==> config.mk <==
export PLATFORM = sky130hd
export DESIGN_NAME = hazard_scoreboard_control_unit
export DESIGN_NICKNAME = d
export VERILOG_FILES = /design/src/rtl/hazard_scoreboard_control_unit_pkg.sv /design/src/rtl/hazard_scoreboard_control_unit_reg_scoreboard.sv /design/src/rtl/hazard_scoreboard_control_unit.sv
export SDC_FILE = /design/constraint.sdc
export NUM_CORES = 1
export LEC_CHECK = 0
export ABC_AREA = 1
export CORE_MARGIN = 10
export CORE_UTILIZATION = 55
export CTS_CLUSTER_DIAMETER = 60
export DETAILED_ROUTE_END_ITERATION = 10
export PLACE_DENSITY = 0.93
export SLEW_MARGIN = 10
export SYNTH_ARGS = -nofsm -noshare
export SYNTH_HDL_FRONTEND = slang
export SYNTH_HIERARCHICAL = 1
export SYNTH_SLANG_ARGS = --single-unit
==> constraint.sdc <==
create_clock -name clock -period 4.4 [get_ports clock]
set_input_delay 0.88 -clock clock [delete_from_list [all_inputs] [get_ports clock]]
set_output_delay 0.88 -clock clock [all_outputs]
set_load 0.01 [all_outputs]
==> src/rtl/hazard_scoreboard_control_unit_pkg.sv <==
// Shared constants for the hazard/scoreboard control unit.
// Holds opcode encodings, bypass select encodings and width helpers.
package hazard_scoreboard_control_unit_pkg;

  localparam int unsigned REG_W = 5;
  localparam int unsigned OPC_W = 7;

  localparam logic [OPC_W-1:0] OP_LOAD   = 7'b0000011;
  localparam logic [OPC_W-1:0] OP_STORE  = 7'b0100011;
  localparam logic [OPC_W-1:0] OP_IMM    = 7'b0010011;
  localparam logic [OPC_W-1:0] OP_REG    = 7'b0110011;
  localparam logic [OPC_W-1:0] OP_BRANCH = 7'b1100011;

  localparam int unsigned BYP_REGFILE = 0;

  // Width of a bypass select covering regfile, every stage and the ll port.
  function automatic int unsigned byp_w(input int unsigned num_stages);
    return $clog2(num_stages + 2);
  endfunction

  // Select value for the long-latency completion port.
  function automatic int unsigned byp_ll(input int unsigned num_stages);
    return num_stages + 1;
  endfunction

endpackage

==> src/rtl/hazard_scoreboard_control_unit_reg_scoreboard.sv <==
// Pending-write scoreboard for long-latency register writes.
// Ports: clock/reset (async active-low), issue/issue_rd set a pending bit,
// complete/complete_rd clear one, three lookup ports (rd_addr*/hit*_c),
// outstanding count and full_c flag.
module reg_scoreboard
  import hazard_scoreboard_control_unit_pkg::*;
#(
  parameter int unsigned MAX_OUTSTANDING = 4,
  localparam int unsigned OUT_W = $clog2(MAX_OUTSTANDING + 1)
) (
  input  logic             clock,
  input  logic             reset,
  input  logic             issue,
  input  logic [REG_W-1:0] issue_rd,
  input  logic             complete,
  input  logic [REG_W-1:0] complete_rd,
  input  logic [REG_W-1:0] rd_addr0,
  input  logic [REG_W-1:0] rd_addr1,
  input  logic [REG_W-1:0] rd_addr2,
  output logic             hit0_c,
  output logic             hit1_c,
  output logic             hit2_c,
  output logic [OUT_W-1:0] outstanding,
  output logic             full_c
);

  logic [31:1]      pending;
  logic [31:0]      pend_vec;
  logic [31:0]      vec_next;
  logic             clr_ok;
  logic             set_ok;
  logic [OUT_W-1:0] cnt_next;

  assign pend_vec = {pending, 1'b0};
  assign hit0_c   = pend_vec[rd_addr0];
  assign hit1_c   = pend_vec[rd_addr1];
  assign hit2_c   = pend_vec[rd_addr2];
  assign full_c   = (outstanding == OUT_W'(MAX_OUTSTANDING));

  // Clear before set; a completion without a pending bit is ignored.
  always_comb begin
    vec_next = pend_vec;
    clr_ok   = complete & pend_vec[complete_rd];
    if (clr_ok) vec_next[complete_rd] = 1'b0;
    set_ok   = issue & (issue_rd != '0) & !vec_next[issue_rd];
    if (issue && issue_rd != '0) vec_next[issue_rd] = 1'b1;
    cnt_next = outstanding + OUT_W'(set_ok) - OUT_W'(clr_ok);
  end

  always_ff @(posedge clock or negedge reset) begin
    if (!reset) begin
      pending     <= '0;
      outstanding <= '0;
    end else begin
      pending     <= vec_next[31:1];
      outstanding <= cnt_next;
    end
  end

endmodule

==> src/rtl/hazard_scoreboard_control_unit.sv <==
// Decode-stage hazard unit: stage forwarding selects, load-use and
// scoreboard stalls, and a saturating stall-cycle counter.
// Ports: clock/reset (async active-low); decode operands rs1/rs2 with
// qualifiers, rd_decode/regwrite_decode; packed per-stage rd/regwrite/opcode;
// long-latency issue/complete; stall_ext, perf_clear. Outputs are the rs1/rs2
// mux selects, global stall, outstanding count and stall_cycles.
module hazard_scoreboard_control_unit
  import hazard_scoreboard_control_unit_pkg::*;
#(
  parameter int unsigned NUM_STAGES      = 4,
  parameter int unsigned LOAD_DATA_STAGE = 3,
  parameter int unsigned BYPASS_EN       = 1,
  parameter int unsigned MAX_OUTSTANDING = 4,
  parameter int unsigned CNT_W           = 32,
  localparam int unsigned BYP_W = byp_w(NUM_STAGES),
  localparam int unsigned OUT_W = $clog2(MAX_OUTSTANDING + 1)
) (
  input  logic                        clock,
  input  logic                        reset,
  input  logic [REG_W-1:0]            rs1,
  input  logic [REG_W-1:0]            rs2,
  input  logic                        rs1_used,
  input  logic                        rs2_used,
  input  logic [REG_W-1:0]            rd_decode,
  input  logic                        regwrite_decode,
  input  logic [REG_W*NUM_STAGES-1:0] rd_stage,
  input  logic [NUM_STAGES-1:0]       regwrite_stage,
  input  logic [OPC_W*NUM_STAGES-1:0] opcode_stage,
  input  logic                        ll_issue,
  input  logic                        ll_complete,
  input  logic [REG_W-1:0]            ll_complete_rd,
  input  logic                        stall_ext,
  input  logic                        perf_clear,
  output logic [BYP_W-1:0]            rs1_data_bypass,
  output logic [BYP_W-1:0]            rs2_data_bypass,
  output logic                        stall,
  output logic [OUT_W-1:0]            outstanding,
  output logic [CNT_W-1:0]            stall_cycles
);

  logic [NUM_STAGES-1:0] hz1, hz2, early_load;
  logic load_stall, raw_stall, sb_stall, full;
  logic p1, p2, p3;
  logic cmp1, cmp2, cmp3;
  logic ll_hit1, ll_hit2;

  // Youngest (lowest index) matching stage wins; ll port overrides stages.
  function automatic logic [BYP_W-1:0] pick(input logic [NUM_STAGES-1:0] hz,
                                            input logic ll_hit);
    logic [BYP_W-1:0] sel;
    sel = BYP_W'(BYP_REGFILE);
    for (int i = int'(NUM_STAGES) - 1; i >= 0; i--)
      if (hz[i]) sel = BYP_W'(i + 1);
    if (ll_hit) sel = BYP_W'(byp_ll(NUM_STAGES));
    return sel;
  endfunction

  // Per-stage RAW compare and early-load detection.
  always_comb begin
    hz1        = '0;
    hz2        = '0;
    early_load = '0;
    for (int unsigned i = 0; i < NUM_STAGES; i++) begin
      hz1[i] = rs1_used & regwrite_stage[i] & (rs1 == rd_stage[i*REG_W +: REG_W]) & (rs1 != '0);
      hz2[i] = rs2_used & regwrite_stage[i] & (rs2 == rd_stage[i*REG_W +: REG_W]) & (rs2 != '0);
      early_load[i] = (opcode_stage[i*OPC_W +: OPC_W] == OP_LOAD) && (i < LOAD_DATA_STAGE);
    end
  end

  assign cmp1 = ll_complete & (ll_complete_rd == rs1);
  assign cmp2 = ll_complete & (ll_complete_rd == rs2);
  assign cmp3 = ll_complete & (ll_complete_rd == rd_decode);

  assign load_stall = |((hz1 | hz2) & early_load);
  assign raw_stall  = (BYPASS_EN != 0) ? load_stall : |(hz1 | hz2);
  // A completing register no longer blocks: its value comes from the ll port.
  assign sb_stall   = (rs1_used & p1 & !cmp1) | (rs2_used & p2 & !cmp2) |
                      (regwrite_decode & p3 & !cmp3) | (ll_issue & full);

  assign ll_hit1 = rs1_used & (rs1 != '0) & cmp1;
  assign ll_hit2 = rs2_used & (rs2 != '0) & cmp2;

  always_comb begin
    stall           = raw_stall | sb_stall | stall_ext;
    rs1_data_bypass = BYP_W'(BYP_REGFILE);
    rs2_data_bypass = BYP_W'(BYP_REGFILE);
    if (!stall && BYPASS_EN != 0) begin
      rs1_data_bypass = pick(hz1, ll_hit1);
      rs2_data_bypass = pick(hz2, ll_hit2);
    end
  end

  reg_scoreboard #(.MAX_OUTSTANDING(MAX_OUTSTANDING)) u_sb (
    .clock       (clock),
    .reset       (reset),
    .issue       (ll_issue & !stall),
    .issue_rd    (rd_decode),
    .complete    (ll_complete),
    .complete_rd (ll_complete_rd),
    .rd_addr0    (rs1),
    .rd_addr1    (rs2),
    .rd_addr2    (rd_decode),
    .hit0_c      (p1),
    .hit1_c      (p2),
    .hit2_c      (p3),
    .outstanding (outstanding),
    .full_c      (full)
  );

  // Saturating stall-cycle counter; clear has priority.
  always_ff @(posedge clock or negedge reset) begin
    if (!reset)
      stall_cycles <= '0;
    else if (perf_clear)
      stall_cycles <= '0;
    else if (stall && !(&stall_cycles))
      stall_cycles <= stall_cycles + CNT_W'(1);
  end

endmodule

After elaboration in Yosys (flattened, before gate mapping)
Cells that the tools add are included.

Flip-flop bits (word level): 66. Input bits: 81. Output and inout bits: 42. Word-level logic and storage cells: 125.

$add $sub $neg: 3. Magnitude comparators: 6. Equal/unequal tests: 15. Mux-type cells: 30. Bitwise operators: 52. Reductions and logical operators: 16.

Operator list (number): $mux W32 (4); $eq A5 B5 Y1 (11); $and A1 B1 Y1 (42); $mux W3 (12); $add A32 B1 Y32 const B (1); $and A32 B32 Y32 (1); $not A32 Y32 (1); $or A32 B32 Y32 (1); $reduce_and A32 Y1 (1); $bmux W1 S5 (5); $lt A5 B6 Y1 const B (4); $eq A7 B2 Y1 const B (3); $reduce_bool A5 Y1 (3); $demux W1 S5 (2); $ge A5 B1 Y1 const B (2); $mux W1 (7); $logic_not A1 Y1 (6); $or A1 B1 Y1 (5); $and A4 B3 Y4 (1); $logic_and A1 B1 Y1 (4); $or A4 B4 Y4 (1); $reduce_or A4 Y1 (1); $add A3 B1 Y3 (1); $eq A3 B3 Y1 const B (1); 2 further kinds (2).

Logic depth before layout (Yosys ltp)
Gate-level depths: netlist (run 1).

Depth in word-level cells: 15. Depth in mapped cells: 30. Gate-level depth less buffers: 29.

Cells and area by module
The synthesis (run 1) kept the hierarchy.

Modules (own cells, without submodules): hazard_scoreboard_control_unit (instances 1, cells an instance 625, area each 3557.2 um^2, sequential area each 800.8 um^2); reg_scoreboard (instances 1, cells an instance 531, area each 3264.4 um^2, sequential area each 850.8 um^2).

Least setup slack after synthesis (run 1)
Ideal clock, no wire load.

Kind: input port to flip-flop. Start point: input rs1[0]. End point: register u_sb.outstanding[2]. Arrival time: 3933 ps. Data required time: 4277 ps. Slack: 344 ps. Stages on the path: 28. Path buffers: 2. Cells stage by stage: inv_1 -> clkbuf_1 -> nand2_1 -> o211ai_1 -> nand3_1 -> o211ai_1 -> a32oi_1 -> nand2_1 -> inv_1 -> nand2_1 -> nand2_1 -> nor2_1 -> nand2_2 -> inv_2 -> nand2_2 -> buf_4 -> nor2_1 -> o21ai_0 -> inv_1 -> nand2_1 -> nor2_1 -> nand3_1 -> ha_1 -> inv_1 -> ha_1 -> inv_1 -> fa_1 -> xnor2_1.

Word-level cells in the longest chain between the ends: 15. Elaborated cells on any way between the ends: 34.

RTL lines: from (decl) (line hazard_scoreboard_control_unit.sv:20) `input logic [REG_W-1:0] rs1,`; $bmux W1 S5 (line hazard_scoreboard_control_unit_reg_scoreboard.sv:35) `assign hit0_c = pend_vec[rd_addr0];`; $mux W1 (implied by the code) (line hazard_scoreboard_control_unit_reg_scoreboard.sv:35); via p1 (line hazard_scoreboard_control_unit.sv:43) `logic p1, p2, p3;`; $and A1 B1 Y1 (2 in series) (line hazard_scoreboard_control_unit.sv:77) `assign sb_stall = (rs1_used & p1 & !cmp1) | (rs2_used & p2 & !cmp2) |`; $or A1 B1 Y1 (2 in series) (line hazard_scoreboard_control_unit.sv:77); $or A1 B1 Y1 (line hazard_scoreboard_control_unit.sv:78) `(regwrite_decode & p3 & !cmp3) | (ll_issue & full);`; $or A1 B1 Y1 (2 in series) (line hazard_scoreboard_control_unit.sv:84) `stall = raw_stall | sb_stall | stall_ext;`; via stall (line hazard_scoreboard_control_unit.sv:36) `output logic stall,`; $logic_not A1 Y1 (line hazard_scoreboard_control_unit.sv:96) `.issue (ll_issue & !stall),`; $and A1 B1 Y1 (line hazard_scoreboard_control_unit.sv:96); $and A1 B1 Y1 (2 in series) (line hazard_scoreboard_control_unit_reg_scoreboard.sv:45) `set_ok = issue & (issue_rd != '0) & !vec_next[issue_rd];`; $add A3 B1 Y3 (line hazard_scoreboard_control_unit_reg_scoreboard.sv:47) `cnt_next = outstanding + OUT_W'(set_ok) - OUT_W'(clr_ok);`; $sub A3 B1 Y3 (line hazard_scoreboard_control_unit_reg_scoreboard.sv:47); via u_sb.cnt_next[2] (line hazard_scoreboard_control_unit_reg_scoreboard.sv:32) `logic [OUT_W-1:0] cnt_next;`; to (signal assigned) (line hazard_scoreboard_control_unit_reg_scoreboard.sv:56) `outstanding <= cnt_next;`; to (decl) (line hazard_scoreboard_control_unit_reg_scoreboard.sv:23) `output logic [OUT_W-1:0] outstanding,`.

The timed path passes the listed nets, and every way through them passes these cells. The select of a mux whose other input is x is not followed. A chain may end at the register's enable or synchronous reset.

Worst setup path in the final report (run 1)
Start point: input ll_complete_rd[0]. End point: register u_sb.outstanding[1].

Word-level cells in the longest chain between the ends: 15. Elaborated cells on any way between the ends: 37.

RTL lines: from (decl) (line hazard_scoreboard_control_unit.sv:31) `input logic [REG_W-1:0] ll_complete_rd,`; parallel branches: the longest is 14 deep, another holds $lt A5 B6 Y1; $sub A3 B1 Y3 * (line hazard_scoreboard_control_unit_reg_scoreboard.sv:47); via u_sb.cnt_next[1] (line hazard_scoreboard_control_unit_reg_scoreboard.sv:32).

Mark *: on every way through the listed nets, which the timed path passes. The select of a mux whose other input is x is not followed.

==> Flow_metrics.wiki, run 1 <==
{| class="wikitable"
! Metric !! Value
|-
| Final ANT Viol Nets || 0
|-
| Maximum number of pins on one net before global-route repair || 55
|-
| Post-Synthesis Cell Area || 0.00682 mm^2
|-
| Placeable core area || 0.0121 mm^2
|-
| Peak supply drop || 0.339 mV
|-
| Number of buffers added to fix hold violations after cts || 0
|-
| Area after DPL || 0.00841 mm^2
|-
| Detailed-routed wire length on met3 || 3230 um
|-
| Startpoint-to-endpoint class of the critical path || in2reg
|-
| Routed vias || 8939
|-
| Average cell area after synthesis || 5.90 um^2
|-
| Routed wirelength normalized by instance count || 17.0 um
|-
| Source of the worst register-to-register timing path || u_sb/pending[15]$_DFF_PN0_
|-
| Largest family of logic cells by synthesized area || simple AND/OR/NAND/NOR gates
|-
| Number of DRC violations after detailed routing || 0
|-
| Clk Latency, worst-skew pair || 0.34 ns
|-
| Fraction of synthesis flops using an asynchronous set or reset pin || 100%
|-
| Effective utilization at floorplan || 56.6%
|-
| Dominant synthesized flop cell || dfrtp_1
|-
| Total number of nets in the final design || 1387
|-
| Fraction of synthesized area in multiplexers || 0%
|-
| Worst slew margin || 42.4%
|-
| Min-Delay Startpoint || u_sb/outstanding[0]$_DFF_PN0_
|-
| P&R area growth vs syn || 28.0%
|-
| Share of the clock period used by the worst path || 96.3%
|-
| Number of library cell types mapped by synthesis || 47
|-
| Worst path required time || 4.63 ns
|-
| Post-synthesis adder-cell area fraction || 0.844%
|-
| Layout fillers || 956
|-
| Ys Warns || 6
|-
| Register bit count reported by yosys || 66
|-
| Arrival time at the worst endpoint || 4.46 ns
|-
| Wire length on met2 || 10900 um
|-
| Min-Delay Path Depth || 1
|-
| Top Ports || 123
|-
| Instance count of the mapped netlist || 1156
|-
| Final setup viols || 0
|-
| Sink Count || 66
|-
| LEAKAGE || 4.20 nW
|-
| F_max || 236 MHz
|-
| GRT Util Overall || 27.5%
|-
| Vert. Die Dim || 131 um
|-
| Largest driver fanout on the critical path || 15
|-
| Count of final hold-check violations || 0
|-
| Top layer used by detailed routing || met4
|-
| Post-layout instance area || 0.00873 mm^2
|-
| Count of standard-cell rows || 40
|-
| Xor/xnor share of the synthesized area || 3.47%
|-
| Hold Path Sink || u_sb/outstanding[0]$_DFF_PN0_
|-
| CTS root buf || clkbuf_16
|-
| H-tree level count || 3
|-
| Detailed Route Iter0 Violations || 1373
|-
| Global placer's final weighted congestion || 1.02
|-
| Global-route wire length before repair || 40300 um
|-
| Number of buffers created by CTS || 9
|-
| Worst reg2reg path depth || 27
|-
| Class of the tightest hold or removal check || reg2reg
|-
| Launching element of the worst setup path || ll_complete_rd[0]
|-
| Via count of the first global-routing pass || 8165
|-
| Sequential share of the synthesized area || 24.2%
|-
| Number of search-and-repair iterations in the first detailed-routing pass || 8
|-
| Layout cell share with drive strength beyond 1 || 8.57%
|-
| Max-slew violations || 0
|-
| Startpoint type of the worst setup path || input pin
|-
| Via density per instance || 6.06
|-
| Number of nets produced by synthesis || 1241
|-
| Pwr Density || 264 mW/mm^2
|-
| Met1 Routed Length || 9780 um
|-
| Detailed Route WL || 25000 um
|-
| Post-CTS repair timing setup buffer count || 0
|-
| Endpoint of the most critical register-to-register path || u_sb/outstanding[1]$_DFF_PN0_
|-
| Worst Setup End Kind || register
|-
| Global route total overflow || 0
|-
| R2R setup slack || 0.84 ns
|-
| Antenna violations before repair || 1
|-
| Outcome || finished clean
|-
| Largest clock skew in the final design || 0.00967 ns
|-
| Die outline area || 0.0173 mm^2
|-
| Reported max-cap violation count || 0
|-
| Count of input and output buffers || 115
|-
| Post-synthesis share of cell area spent on and, or, nand and nor gates || 47.2%
|-
| Die Width || 131 um
|-
| Area fraction in compound gates after synthesis || 13.2%
|-
| Final Critical Period || 4.24 ns
|-
| Count of flip-flops with a built-in enable after synthesis || 0
|-
| CTS tree || yes
|-
| Placed wire-length estimate after detailed placement || 18100 um
|-
| Transition time at the pin with the least slew margin || 0.863 ns
|-
| Clock transition at the registers of the reported paths || 0.05 ns
|-
| Final Core Density || 72.4%
|-
| Clock Tree Buf Depth || 2
|}
==> through the flow <==
step	total power, mW	hold WS (ns)	std cells	setup TNS (ns)	setup slack (ns)
CTS	2.28	0.549	1475	0	0.109
global placement	1.48	0.534	1458	-1.23	-0.162
detailed placement	1.51	0.534	1458	-1.99	-0.264
global route	2.41	0.574	1476	-0.0322	-0.0115
finish	2.31	0.541	1476	0	0.163
floorplan	1.19	0.494	1156	0	0.344
==> area by class of cell <==
type                       count  area [um^2]  area share (%)
antenna                        1         2.50          0.0287
tap                          168          210            2.41
multi-input combinational    921         4410            50.6
sequential                    66         1650            18.9
clock buffer                  11          243            2.78
clock inverter                 5         77.6           0.889
inverter                     130          489            5.60
timing repair inverter         1         3.75          0.0430
timing repair buffer         173         1640            18.8
==> placed cells by master, fill, tap and decap left out, types with 5 or more instances in the layout <==
| cell type | instances |
|---|---|
| nor2_1 | 154 |
| o21ai_1 | 9 |
| dlygate4sd2_1 | 8 |
| nor3_1 | 34 |
| a21oi_1 | 19 |
| o211ai_1 | 6 |
| inv_1 | 117 |
| buf_4 | 53 |
| a31oi_1 | 6 |
| nand2_1 | 348 |
| inv_2 | 10 |
| clkbuf_16 | 9 |
| clkdlybuf4s50_1 | 105 |
| nand3_1 | 131 |
| nand3_2 | 11 |
| o221ai_1 | 14 |
| xnor2_1 | 7 |
| buf_12 | 5 |
| o21ai_0 | 86 |
| nand4_1 | 36 |
| dfrtp_1 | 66 |
| xor2_1 | 20 |
==> routing by layer <==
layer | track usage, % | vias up
li1 | - | 4100
met1 | 36.0 | 3938
met2 | 42.1 | 762
met3 | 5.49 | 139
met4 | 14.0 | 0
met5 | 0 | -
==> state kept, by name, summed over array words and instances (netlist names) <==
| register | count |
|---|---|
| stall_cycles | 32 |
| u_sb/outstanding | 3 |
| u_sb/pending | 31 |
==> cells by family (layout without fill, tap and decap cells) <==
family | after synthesis | after routing
and+or+nand+nor | 736 | 736
buffers and inverters | 169 | 320
AOI/OAI and AO/OA | 154 | 154
DFF | 66 | 66
xor gates and xnor gates | 27 | 27
adders and majority gates | 4 | 4
other | 0 | 1
==> worst max-delay path, cell delays in order <==
cell             delay [ns]
clkdlybuf4s50_1        0.65
inv_2                  0.20
nor2_2                 0.24
nand2_1                0.08
nand3_1                0.07
nand2_1                0.05
nand2_1                0.08
nor2_2                 0.06
nand2_4                0.09
buf_12                 0.14
nand3_1                0.12
nand3_1                0.15
nand2_1                0.07
o21ai_1                0.16
nand2_1                0.10
nor2_1                 0.18
nand3_1                0.10
ha_1                   0.27
inv_1                  0.05
ha_1                   0.14
inv_1                  0.05
fa_1                   0.48
inv_1                  0.04
==> what timing repair did <==
item                                    4_1_cts  5_1_grt
gates cloned                                  1        0
resized for setup                             9        3
pin swaps                                     0        0
endpoints found under the setup margin        7        9
==> Yosys cell counts, types with 2 or more instances <==
cell,count,area (um^2)
o22ai_1,3,18.8
a32o_1,2,20.0
dfrtp_1,66,1650
nand3_1,131,656
nand4_1,36,225
buf_1,2,7.51
nand2_2,3,18.8
ha_1,3,37.5
nor2_1,155,582
clkbuf_2,3,15.0
a31oi_1,6,37.5
clkbuf_1,8,30.0
nor3_1,34,170
buf_4,5,37.5
o21ai_0,87,435
o2111ai_1,2,17.5
nor4_1,3,18.8
o211ai_1,6,45.0
clkinv_1,3,11.3
nand2_1,348,1310
o221ai_1,14,123
xor2_1,20,175
nor2_2,3,18.8
xnor2_1,7,61.3
nor3_2,4,40.0
and3_1,3,18.8
a41oi_1,2,17.5
a21oi_1,19,95.1
buf_6,8,90.1
buf_2,11,55.1
inv_2,10,37.5
inv_1,117,439
nand3_2,11,110
o21ai_1,8,40.0
==> power breakdown <==
group | internal, mW | switching (mW)
logic | 0.309 | 0.402
registers | 0.680 | 0.145
clock network | 0.509 | 0.261
==> how the worst max path moves through the flow <==
stage                                               end  slack [ns]
final                     u_sb/outstanding[1]$_DFF_PN0_        0.16
after global routing      u_sb/outstanding[1]$_DFF_PN0_       -0.01
after CTS                            rs1_data_bypass[1]        0.11
after detailed placement  u_sb/outstanding[1]$_DFF_PN0_       -0.26
after global placement    u_sb/outstanding[2]$_DFF_PN0_       -0.16
after floorplan           u_sb/outstanding[2]$_DFF_PN0_        0.34
Power figures use the tool's default switching activity.
==> run 2, diff against run 1 <==
Settings changed: CORE_UTILIZATION 55 to 45, PLACE_DENSITY 0.93 to 0.8.
==> run 2 against run 1 <==
Critical path depth down 2. Wire length up 0.50%. Clock power about the same. Cell count up 1.6%. Sequential cell count unchanged. Via count down 4.8%. Critical path type is now in2out.
==> Flow_metrics.wiki, run 2 (synthesized netlist as in run 1, its figures left out) <==
{| class="wikitable"
! Metric !! Value
|-
| Layout fillers || 1445 (+51%)
|-
| R2R setup slack || 0.92 ns (+0.08 ns)
|-
| Maximum single-stage delay on the critical path || 0.53 ns (-0.12 ns)
|-
| Antenna diode count || 0 (-1)
|-
| Number of buffers created by CTS || 9 (unchanged)
|-
| Number of flip-flops under the largest register name || 32 (unchanged)
|-
| Clock transition at the registers of the reported paths || 0.06 ns (about the same)
|-
| Pwr Density || 261 mW/mm^2 (-1.2%)
|-
| Via density per instance || 5.67 (-6.3%)
|-
| Final Core Density || 60.2% (-12 points)
|-
| Via count of the first global-routing pass || 7898 (-3.3%)
|-
| Cell Chain, Critical Path || clkdlybuf4s50_1 -> inv_4 -> buf_4 -> a21oi_1 -> o21ai_1 -> nand3_1 -> o21ai_1 -> o21ai_0 -> nor2_1 -> a31oi_1 -> nand2_1 -> inv_1 -> nand2_2 -> nand2_1 -> nor2_2 -> nand2_2 -> inv_2 -> nand2_4 -> buf_4 -> nor2_1 -> dlygate4sd2_1
|-
| Post-Place Cells || 1483 (+1.7%)
|-
| Effective utilization at floorplan || 46.4% (-10 points)
|-
| Count of input and output buffers || 115 (unchanged)
|-
| Post-CTS repair timing setup buffer count || 0 (unchanged)
|-
| Final setup margin || 0.217 ns (+0.0539 ns)
|-
| CTS tree || yes
|-
| Detailed Route Iter0 Violations || 783 (-43%)
|-
| Count of final hold-check violations || 0 (unchanged)
|-
| Startpoint type of the worst setup path || input pin
|-
| Maximum number of pins on one net before global-route repair || 55 (unchanged)
|-
| Dpl ws || -0.308 ns (-0.0440 ns)
|-
| Worst slew margin || 53.7% (+11 points)
|-
| Routed wirelength normalized by instance count || 16.8 um (-1.0%)
|-
| Most common library cell in the layout ignoring fill and taps || nand2_1
|-
| P&R area growth vs syn || 29.6%
|-
| Clk Latency, worst-skew pair || 0.34 ns (about the same)
|-
| Global placer's final weighted congestion || 0.970 (-5.3%)
|-
| Class of the tightest hold or removal check || in2async
|-
| Share of the clock period used by the worst path || 95.1% (-1.2 points)
|-
| Count of standard-cell rows || 44 (+10%)
|-
| Worst Setup End Kind || output port
|-
| Largest clock skew in the final design || 0.0125 ns (+0.00278 ns)
|-
| Number of search-and-repair iterations in the first detailed-routing pass || 8 (unchanged)
|-
| Global-route wire length before repair || 40200 um (-0.38%)
|-
| Peak supply drop || 0.320 mV (-5.4%)
|-
| Source of the worst register-to-register timing path || u_sb/pending[4]$_DFF_PN0_
|-
| Transition time at the pin with the least slew margin || 0.695 ns (-0.168 ns)
|-
| Routed vias || 8506 (-4.8%)
|-
| Worst reg2reg path depth || 28 (+3.7%)
|-
| LEAKAGE || 4.25 nW (+1.2%)
|-
| Worst path required time || 3.52 ns (-1.11 ns)
|-
| Die outline area || 0.0205 mm^2 (+19%)
|-
| Slowest CP cell || clkdlybuf4s50_1
|-
| Number of DRC violations after detailed routing || 0 (unchanged)
|-
| Top flop regs || stall_cycles: 32 flops, u_sb/pending: 31 flops, u_sb/outstanding: 3 flops
|-
| H-tree level count || 3 (unchanged)
|-
| Final Critical Period || 4.18 ns (-0.0539 ns)
|-
| Antenna violations before repair || 0 (-1)
|-
| Finished Layout Cells || 1499 (+1.6%)
|-
| Clock Tree Buf Depth || 2 (unchanged)
|-
| F_max || 239 MHz (+1.3%)
|-
| Sink Count || 66 (unchanged)
|-
| Largest driver fanout on the critical path || 8 (-7)
|-
| Outcome || finished clean
|-
| Endpoint of the most critical register-to-register path || u_sb/outstanding[1]$_DFF_PN0_
|-
| Total number of nets in the final design || 1395 (+0.58%)
|-
| Placed wire-length estimate after detailed placement || 19300 um (+6.7%)
|-
| Largest reg by FF count || stall_cycles
|-
| Top Ports || 123 (unchanged)
|-
| Buffering stage count on the worst path with inverters included || 7 (+1)
|-
| Reported max-cap violation count || 0 (unchanged)
|-
| Global route total overflow || 0 (unchanged)
|-
| Number of buffers added to fix hold violations after cts || 0 (unchanged)
|-
| Die Width || 143 um (+8.9%)
|-
| CTS root buf || clkbuf_16
|-
| GRT Util Overall || 24.0% (-3.5 points)
|-
| Detailed Route WL || 25200 um (+0.50%)
|-
| Layout cell share with drive strength beyond 1 || 9.73% (+1.2 points)
|-
| Largest delay share family, worst path || buffers and inverters
|-
| Startpoint-to-endpoint class of the critical path || in2out
|-
| Final ANT Viol Nets || 0 (unchanged)
|-
| Final setup viols || 0 (unchanged)
|-
| Vert. Die Dim || 143 um (+8.9%)
|-
| Commonest cells after routing, fill and taps aside || 347 x nand2_1, 151 x nor2_1, 131 x nand3_1, 117 x inv_1, 105 x clkdlybuf4s50_1
|-
| Max-slew violations || 0 (unchanged)
|-
| Arrival time at the worst endpoint || 3.30 ns (-1.16 ns)
|-
| Placeable core area || 0.0147 mm^2 (+22%)
|}
==> run 2: metal layers <==
layer | global-route usage (%) | up-vias | part of all wire [%]
met4 | 9.66 | 0 | 3.2
met2 | 38.2 | 458 | 44
met5 | 0 | - | 0
li1 | - | 4122 | -
met1 | 30.7 | 3849 | 41
met3 | 5.34 | 77 | 11
==> run 2: worst max path at each step <==
stage	from	end	slack [ns]	cells past startpoint
2_1_floorplan	rs1[0]	u_sb/outstanding[2]$_DFF_PN0_	0.34	28
3_3_place_gp	rd_decode[1]	u_sb/outstanding[2]$_DFF_PN0_	-0.25	28
4_1_cts	rs2[0]	u_sb/outstanding[2]$_DFF_PN0_	0.08	29
3_5_place_dp	rd_decode[1]	u_sb/outstanding[2]$_DFF_PN0_	-0.31	28
5_1_grt	rd_decode[1]	rs1_data_bypass[0]	-0.008	21
6_report	rd_decode[1]	rs1_data_bypass[0]	0.22	21
==> run 2: area by class of cell <==
cell class                      count  area, um^2  area share (%)
Clock inverter                      7        93.8            1.06
Tap cell                          184         230            2.60
Timing Repair Buffer              182        1710            19.4
Inverter                          130         490            5.55
Multi-Input combinational cell    921        4440            50.2
Sequential cell                    66        1650            18.7
Clock buffer                        9         225            2.55
==> run 2: worst reg2reg max path: cells and delay by family, from the launching register on <==
family	cells	cell delay (ns)
fa+ha+maj	3	0.91
flops	1	0.44
buf+inv	7	0.48
compound gates	5	0.39
simple gates	13	1.12
==> run 2: what timing repair did <==
action	4_1_cts	5_1_grt
pin swaps	0	6
gates resized for setup	11	16
endpoints found under the setup margin	8	9
==> run 2: metrics by stage <==
| stage | hold WS, ns | total power [mW] | cell area, um^2 | TNS (ns) |
|---|---|---|---|---|
| 3_5_place_dp | 0.527 | 1.52 | 8490 | -1.56 |
| 2_1_floorplan | 0.494 | 1.19 | 6820 | 0 |
| 5_1_grt | 0.453 | 2.43 | 8840 | -0.00778 |
| 6_report | 0.434 | 2.31 | 8840 | 0 |
| 4_1_cts | 0.437 | 2.30 | 8810 | 0 |
| 3_3_place_gp | 0.539 | 1.51 | 8490 | -1.22 |
==> run 2: where the power goes <==
part | internal, mW | switching [mW] | leakage [nW]
registers | 0.680 | 0.145 | 0.895
logic | 0.315 | 0.399 | 3.20
clock network | 0.494 | 0.276 | 0.151
total | 1.49 | 0.819 | 4.25
